===== config.mk =====
export PLATFORM = sky130hd
export DESIGN_NAME = cpu_sequencer_flat
export DESIGN_NICKNAME = d
export VERILOG_FILES = /design/src/rtl/cpu_sequencer_if.sv /design/src/rtl/cpu_sequencer.sv /design/src/flat_wrapper.sv
export SDC_FILE = /design/constraint.sdc
export NUM_CORES = 1
export LEC_CHECK = 0
export ABC_AREA = 1
export CORE_UTILIZATION = 40
export DETAILED_ROUTE_END_ITERATION = 8
export PLACE_DENSITY = 0.79
export RECOVER_POWER = 25
export SETUP_SLACK_MARGIN = 0.1
export SYNTH_ARGS = -nofsm -noshare
export SYNTH_HDL_FRONTEND = slang
export SYNTH_SLANG_ARGS = --single-unit

===== constraint.sdc =====
create_clock -name clk -period 3 [get_ports clk]
set_clock_uncertainty 0.2 [all_clocks]
set_input_delay 0.9 -clock clk [delete_from_list [all_inputs] [get_ports clk]]
set_output_delay 0.9 -clock clk [all_outputs]
set_load 0.05 [all_outputs]

===== src/rtl/cpu_sequencer_if.sv =====
// cpu_sequencer_if: bus between the DECA_4 timing sequencer, RAM data-out and decode.
// master = sequencer side, slave = environment (decode / RAM / debug) side.
interface cpu_sequencer_if #(
  parameter int unsigned WORD_W = 16,
  parameter int unsigned OP_W   = 4,
  parameter int unsigned CNT_W  = 16
);
  logic                   start;
  logic                   EXTRA;
  logic [WORD_W-1:0]      mem_q;
  logic                   step_mode;
  logic                   step;
  logic                   FETCH;
  logic                   EXEC1;
  logic                   EXEC2;
  logic [OP_W-1:0]        IR;
  logic [WORD_W-OP_W-1:0] N;
  logic                   HALTED;
  logic                   busy;
  logic [CNT_W-1:0]       cycle_count;
  logic [CNT_W-1:0]       instr_count;

  modport master (
    input  start, EXTRA, mem_q, step_mode, step,
    output FETCH, EXEC1, EXEC2, IR, N, HALTED, busy, cycle_count, instr_count
  );

  modport slave (
    output start, EXTRA, mem_q, step_mode, step,
    input  FETCH, EXEC1, EXEC2, IR, N, HALTED, busy, cycle_count, instr_count
  );
endinterface


===== src/rtl/cpu_sequencer.sv =====
// cpu_sequencer: DECA_4 timing-state generator (FETCH/EXEC1/EXEC2 strobes),
// instruction register, STP halt and debug cycle/instruction counters.
// Optional feature macro: CPU_SEQ_SINGLE_STEP_EN (adds PAUSE state, step_mode/step).
module cpu_sequencer #(
  parameter int unsigned WORD_W = 16,
  parameter int unsigned OP_W   = 4,
  parameter int unsigned CNT_W  = 16
) (
  input  logic clk,
  input  logic reset,
  cpu_sequencer_if.master bus
);

  localparam int unsigned N_W = WORD_W - OP_W;
  localparam logic [OP_W-1:0] STP_OP = OP_W'(4'h7);

`ifdef CPU_SEQ_SINGLE_STEP_EN
  typedef enum logic [2:0] {
    S_IDLE  = 3'd0,
    S_FETCH = 3'd1,
    S_EXEC1 = 3'd2,
    S_EXEC2 = 3'd3,
    S_HALT  = 3'd4,
    S_PAUSE = 3'd5
  } state_t;
`else
  typedef enum logic [2:0] {
    S_IDLE  = 3'd0,
    S_FETCH = 3'd1,
    S_EXEC1 = 3'd2,
    S_EXEC2 = 3'd3,
    S_HALT  = 3'd4
  } state_t;
`endif

  state_t            state, next_state;
  state_t            done_target;
  logic              instr_done;

  logic              fetch_q, exec1_q, exec2_q, halted_q, busy_q;
  logic [OP_W-1:0]   ir_q;
  logic [N_W-1:0]    n_q;
  logic [CNT_W-1:0]  cycle_cnt_q, instr_cnt_q;

`ifndef CPU_SEQ_SINGLE_STEP_EN
  // Single-step inputs have no function without the step feature.
  logic unused_step_inputs;
  assign unused_step_inputs = ^{bus.step_mode, bus.step};
`endif

  // Where an instruction goes when it completes: next FETCH, or PAUSE when stepping.
  always_comb begin
    done_target = S_FETCH;
`ifdef CPU_SEQ_SINGLE_STEP_EN
    if (bus.step_mode) done_target = S_PAUSE;
`endif
  end

  // Next-state logic; instr_done flags a completing EXEC1/EXEC2 transition.
  always_comb begin
    next_state = state;
    instr_done = 1'b0;
    case (state)
      S_IDLE: begin
        if (bus.start) next_state = S_FETCH;
      end
      S_FETCH: begin
        next_state = S_EXEC1;
      end
      S_EXEC1: begin
        if (ir_q == STP_OP) begin
          next_state = S_HALT;
        end else if (bus.EXTRA) begin
          next_state = S_EXEC2;
        end else begin
          next_state = done_target;
          instr_done = 1'b1;
        end
      end
      S_EXEC2: begin
        next_state = done_target;
        instr_done = 1'b1;
      end
      S_HALT: begin
        next_state = S_HALT;
      end
`ifdef CPU_SEQ_SINGLE_STEP_EN
      S_PAUSE: begin
        if (bus.step || !bus.step_mode) next_state = S_FETCH;
      end
`endif
      default: begin
        next_state = S_IDLE;
      end
    endcase
  end

  // State register.
  always_ff @(posedge clk or posedge reset) begin
    if (reset) state <= S_IDLE;
    else       state <= next_state;
  end

  // Registered one-hot strobes and status, loaded from the next state.
  always_ff @(posedge clk or posedge reset) begin
    if (reset) begin
      fetch_q  <= 1'b0;
      exec1_q  <= 1'b0;
      exec2_q  <= 1'b0;
      halted_q <= 1'b0;
      busy_q   <= 1'b0;
    end else begin
      fetch_q  <= (next_state == S_FETCH);
      exec1_q  <= (next_state == S_EXEC1);
      exec2_q  <= (next_state == S_EXEC2);
      halted_q <= (next_state == S_HALT);
      busy_q   <= (next_state == S_FETCH) || (next_state == S_EXEC1) ||
                  (next_state == S_EXEC2);
    end
  end

  // Instruction register: captures RAM data on the FETCH -> EXEC1 edge.
  always_ff @(posedge clk or posedge reset) begin
    if (reset) begin
      ir_q <= '0;
      n_q  <= '0;
    end else if (state == S_FETCH) begin
      ir_q <= bus.mem_q[WORD_W-1 -: OP_W];
      n_q  <= bus.mem_q[N_W-1:0];
    end
  end

  // Debug counters: busy cycles and completed instructions, both wrapping.
  always_ff @(posedge clk or posedge reset) begin
    if (reset) begin
      cycle_cnt_q <= '0;
      instr_cnt_q <= '0;
    end else begin
      if (busy_q)     cycle_cnt_q <= cycle_cnt_q + CNT_W'(1);
      if (instr_done) instr_cnt_q <= instr_cnt_q + CNT_W'(1);
    end
  end

  assign bus.FETCH       = fetch_q;
  assign bus.EXEC1       = exec1_q;
  assign bus.EXEC2       = exec2_q;
  assign bus.HALTED      = halted_q;
  assign bus.busy        = busy_q;
  assign bus.IR          = ir_q;
  assign bus.N           = n_q;
  assign bus.cycle_count = cycle_cnt_q;
  assign bus.instr_count = instr_cnt_q;

endmodule


===== src/flat_wrapper.sv =====
// flat-port wrapper written by rule: the top's interface ports become plain ports
module cpu_sequencer_flat 
#(
  parameter int unsigned WORD_W = 16,
  parameter int unsigned OP_W   = 4,
  parameter int unsigned CNT_W  = 16
)
  (clk, reset, bus_start, bus_EXTRA, bus_mem_q, bus_step_mode, bus_step, bus_FETCH, bus_EXEC1, bus_EXEC2, bus_IR, bus_N, bus_HALTED, bus_busy, bus_cycle_count, bus_instr_count);
  cpu_sequencer_if #(.WORD_W(WORD_W), .OP_W(OP_W), .CNT_W(CNT_W)) bus_i ();
  input  logic clk;
  input  logic reset;
  input wire logic [$bits(bus_i.start)-1:0] bus_start;
  input wire logic [$bits(bus_i.EXTRA)-1:0] bus_EXTRA;
  input wire logic [$bits(bus_i.mem_q)-1:0] bus_mem_q;
  input wire logic [$bits(bus_i.step_mode)-1:0] bus_step_mode;
  input wire logic [$bits(bus_i.step)-1:0] bus_step;
  output wire logic [$bits(bus_i.FETCH)-1:0] bus_FETCH;
  output wire logic [$bits(bus_i.EXEC1)-1:0] bus_EXEC1;
  output wire logic [$bits(bus_i.EXEC2)-1:0] bus_EXEC2;
  output wire logic [$bits(bus_i.IR)-1:0] bus_IR;
  output wire logic [$bits(bus_i.N)-1:0] bus_N;
  output wire logic [$bits(bus_i.HALTED)-1:0] bus_HALTED;
  output wire logic [$bits(bus_i.busy)-1:0] bus_busy;
  output wire logic [$bits(bus_i.cycle_count)-1:0] bus_cycle_count;
  output wire logic [$bits(bus_i.instr_count)-1:0] bus_instr_count;
  assign bus_i.start = bus_start;
  assign bus_i.EXTRA = bus_EXTRA;
  assign bus_i.mem_q = bus_mem_q;
  assign bus_i.step_mode = bus_step_mode;
  assign bus_i.step = bus_step;
  assign bus_FETCH = bus_i.FETCH;
  assign bus_EXEC1 = bus_i.EXEC1;
  assign bus_EXEC2 = bus_i.EXEC2;
  assign bus_IR = bus_i.IR;
  assign bus_N = bus_i.N;
  assign bus_HALTED = bus_i.HALTED;
  assign bus_busy = bus_i.busy;
  assign bus_cycle_count = bus_i.cycle_count;
  assign bus_instr_count = bus_i.instr_count;
  cpu_sequencer #(.WORD_W(WORD_W), .OP_W(OP_W), .CNT_W(CNT_W)) u_core (.clk(clk), .reset(reset), .bus(bus_i));
endmodule

==> impl_metrics.yaml <==
placed_design:
  dpl_worst_slack_ps: 616.0
  placed_area_um2: 3532
  dp_cells: 474
  numPortBuffers: 72
  dpl.hpwl_um: 4334
  gp_congestion: 0.8572
clock_tree:
  ctsRootBufferMaster: "clkbuf_8"
  cts_resized: 0
  clock_sinks: 56
  clk_latency_ps: 310
  clkSlewWorstSetupHoldPaths_ps: 110
  tritoncts: "done"
  postCtsSetupBuffers: 0
  cts_made_buffers: 5
  holdBufCountCts: 0
  clockBufferDepth: 2
  htreeDepth: 2
floorplan:
  die_x_um: 84.45
  core-area_um2: 6459
  row_count: 29
  die_y_um: 84.45
  start_util_pct: 42.10
  die-area_um2: 7131
  io_pins: 75
timing:
  tightest_slew_ps: 790.5
  max_slew_margin_pct: 47.24
  fin_setup_tns_ps: 0
  drv_slew: 0
  setup-violations-final: 0
  whs_ps: 284.6
  rsz0062_at_grt: "no"
  finalHoldViolCount: 0
  min_period_ps: 2723
  clock.fmax_mhz: 367.2
  layout_setup_ws_ps: 276.9
  fin_crit_sh_pct: 90.77
synth:
  yosysWarnings: 0
  synth_cells: 327
  yosys.area.top_type: "dfrtp_1"
  avgSynthCellArea_um2: 8.315
  syn_area_um2: 2719
  synth.most_common_cell: "nand2_1"
  synth-edff-count: 0
  ys_seq_area_share_pct: 51.54
  yosys-top-cells-count: "122 x nand2_1, 56 x dfrtp_1, 33 x nand3_1, 27 x inv_1, 23 x nor2_1"
  synth.area.top_cells: "dfrtp_1 52%, nand2_1 17%, nand3_1 6.1%"
  async_reset_ff_share_pct: 100.0
  synth-main-ff-cell: "dfrtp_1"
  ys_types: 24
  synth_nets: 351
  synth_top_area_share_pct: 51.54
  synth_seq_cells: 56
flow_run:
  cap_viol_max_count: 0
global_route:
  antenna_found_initial: 0
  grt_pass1_vias: 2231
  grt_first_pass_wirelength_um: 10030
  grt_start_max_net_pins: 29
  grt_usage_pct: 17.36
  overflow: 0
cells_and_area:
  drive_above_1_share_pct: 6.914
  final_area_um2: 3610
  antenna_cells: 0
  fin_nets: 428
  final_core_util_pct: 55.89
  finalNonFillerCells: 482
  synthToLayoutAreaGrowth_pct: 32.77
worst_setup_path:
  r2r_slack_ps: 720
  path_buf_inv: 1
  cp_max_fo: 5
  path_cells: "clkdlybuf4s50_1"
  path_depth: 1
  worstSetupStartpointType: "flop"
  worst_path_max_delay_cell: "clkdlybuf4s50_1"
  endpoint: "bus_instr_count[3]"
  r2r_end: "u_core.bus.FETCH"
  crit_start: "u_core.bus.instr_count[3]"
  reg2reg_from: "u_core.state[1]"
  cp_top_family: "buffers and inverters"
  cpPeakStageDelay_ps: 870
  setup.worst_path.end_class: "output port"
  required_ps: 1900
  r2r_cells: 5
  worstSetupPathType: "flop to output port"
  worstPathArrival_ps: 1620
outcome:
  status: "finished, violations left"
  violations: "design-rule violations"
power:
  clockPowerShare_pct: 12.9
  pwr-share-seq_pct: 34.8
  combPwrFrac_pct: 52.3
  p_sw_mw: 1.669
  peakVddDrop_mv: 0.6067
  p_sw_share_pct: 49.59
  leakagePower_nw: 1.710
  total_power_mw: 3.366
  power_density_nw_per_um2: 932.4
  internal-power_mw: 1.697
detailed_routing:
  routed_via_density: 4.907
  ant_nets: 0
  avgRoutedWirePerCell_um: 11.79
  vias: 2365
  drtPass1Iterations: 7
  drt_first_iter_violations: 118
  drcViolationCount: 4
  wl_um: 5681
min_path:
  worstHoldPathType: "flop to flop"
[layout make-up]
cell class / instances / area, um^2
clock inverters: 3 / 28.78
clock buffers: 5 / 68.82
multi-input cells: 235 / 1146
well taps: 77 / 96.34
inverters: 31 / 116.4
flip-flops and latches: 56 / 1401
repair buffers: 75 / 752.0
fillers: 596 / 2849
[registers in the layout, summed over array words and instances, names as in the netlist]
register,count
u_core.bus.cycle_count,16
u_core.bus.EXEC2,1
u_core.state,3
u_core.bus.HALTED,1
u_core.bus.instr_count,16
u_core.bus.EXEC1,1
u_core.bus.FETCH,1
u_core.bus.busy,1
u_core.bus.N,12
u_core.bus.IR,4
[power by group through the flow]
stage	sequential, mW	clock [mW]	combinational, mW
floorplan	1.85	0	0.582
global placement	1.18	0	1.78
detailed placement	1.19	0	1.80
CTS	1.18	0.459	1.80
global route	1.20	0.485	1.89
finish	1.17	0.433	1.76
[how the worst min path moves through the flow]
stage | from | endpoint | slack (ps) | cells past startpoint
after floorplan | u_core.state[2] | u_core.bus.HALTED | 400 | 2
after detailed placement | u_core.bus.N[2] | u_core.bus.N[2] | 260 | 2
after CTS | u_core.bus.N[2] | u_core.bus.N[2] | 290 | 2
final | u_core.bus.N[2] | u_core.bus.N[2] | 280 | 2
after global placement | u_core.bus.N[2] | u_core.bus.N[2] | 250 | 2
after global routing | u_core.bus.N[4] | u_core.bus.N[4] | 310 | 2
[cell families after synthesis]
group,synth area share [%]
xor gates and xnor gates,6.443
AOI/OAI and AO/OA,1.012
and+or+nand+nor,34.38
buffers and inverters,5.706
DFF,51.54
adders and majority gates,0.9202
[placed cells by master, fill, tap and decap left out, drive strengths merged]
cell type and count:
inv 34, clkdlybuf4s50 70, nor3 6, xnor2 7, nand2 134, clkbuf 6, xor2 13, ha 2
o41ai 2, nand4 9, dfrtp 56, nand3 35, buf 2, nor2 25, dlygate4sd3 2, o21ai 2
[layer usage]
metal	GRT usage [%]	wire length [um]
met5	0	0
met4	5.547	80
met3	3.933	339
met1	21.81	2502
met2	29.88	2759
Note: power is estimated with default switching activity, not from simulation.
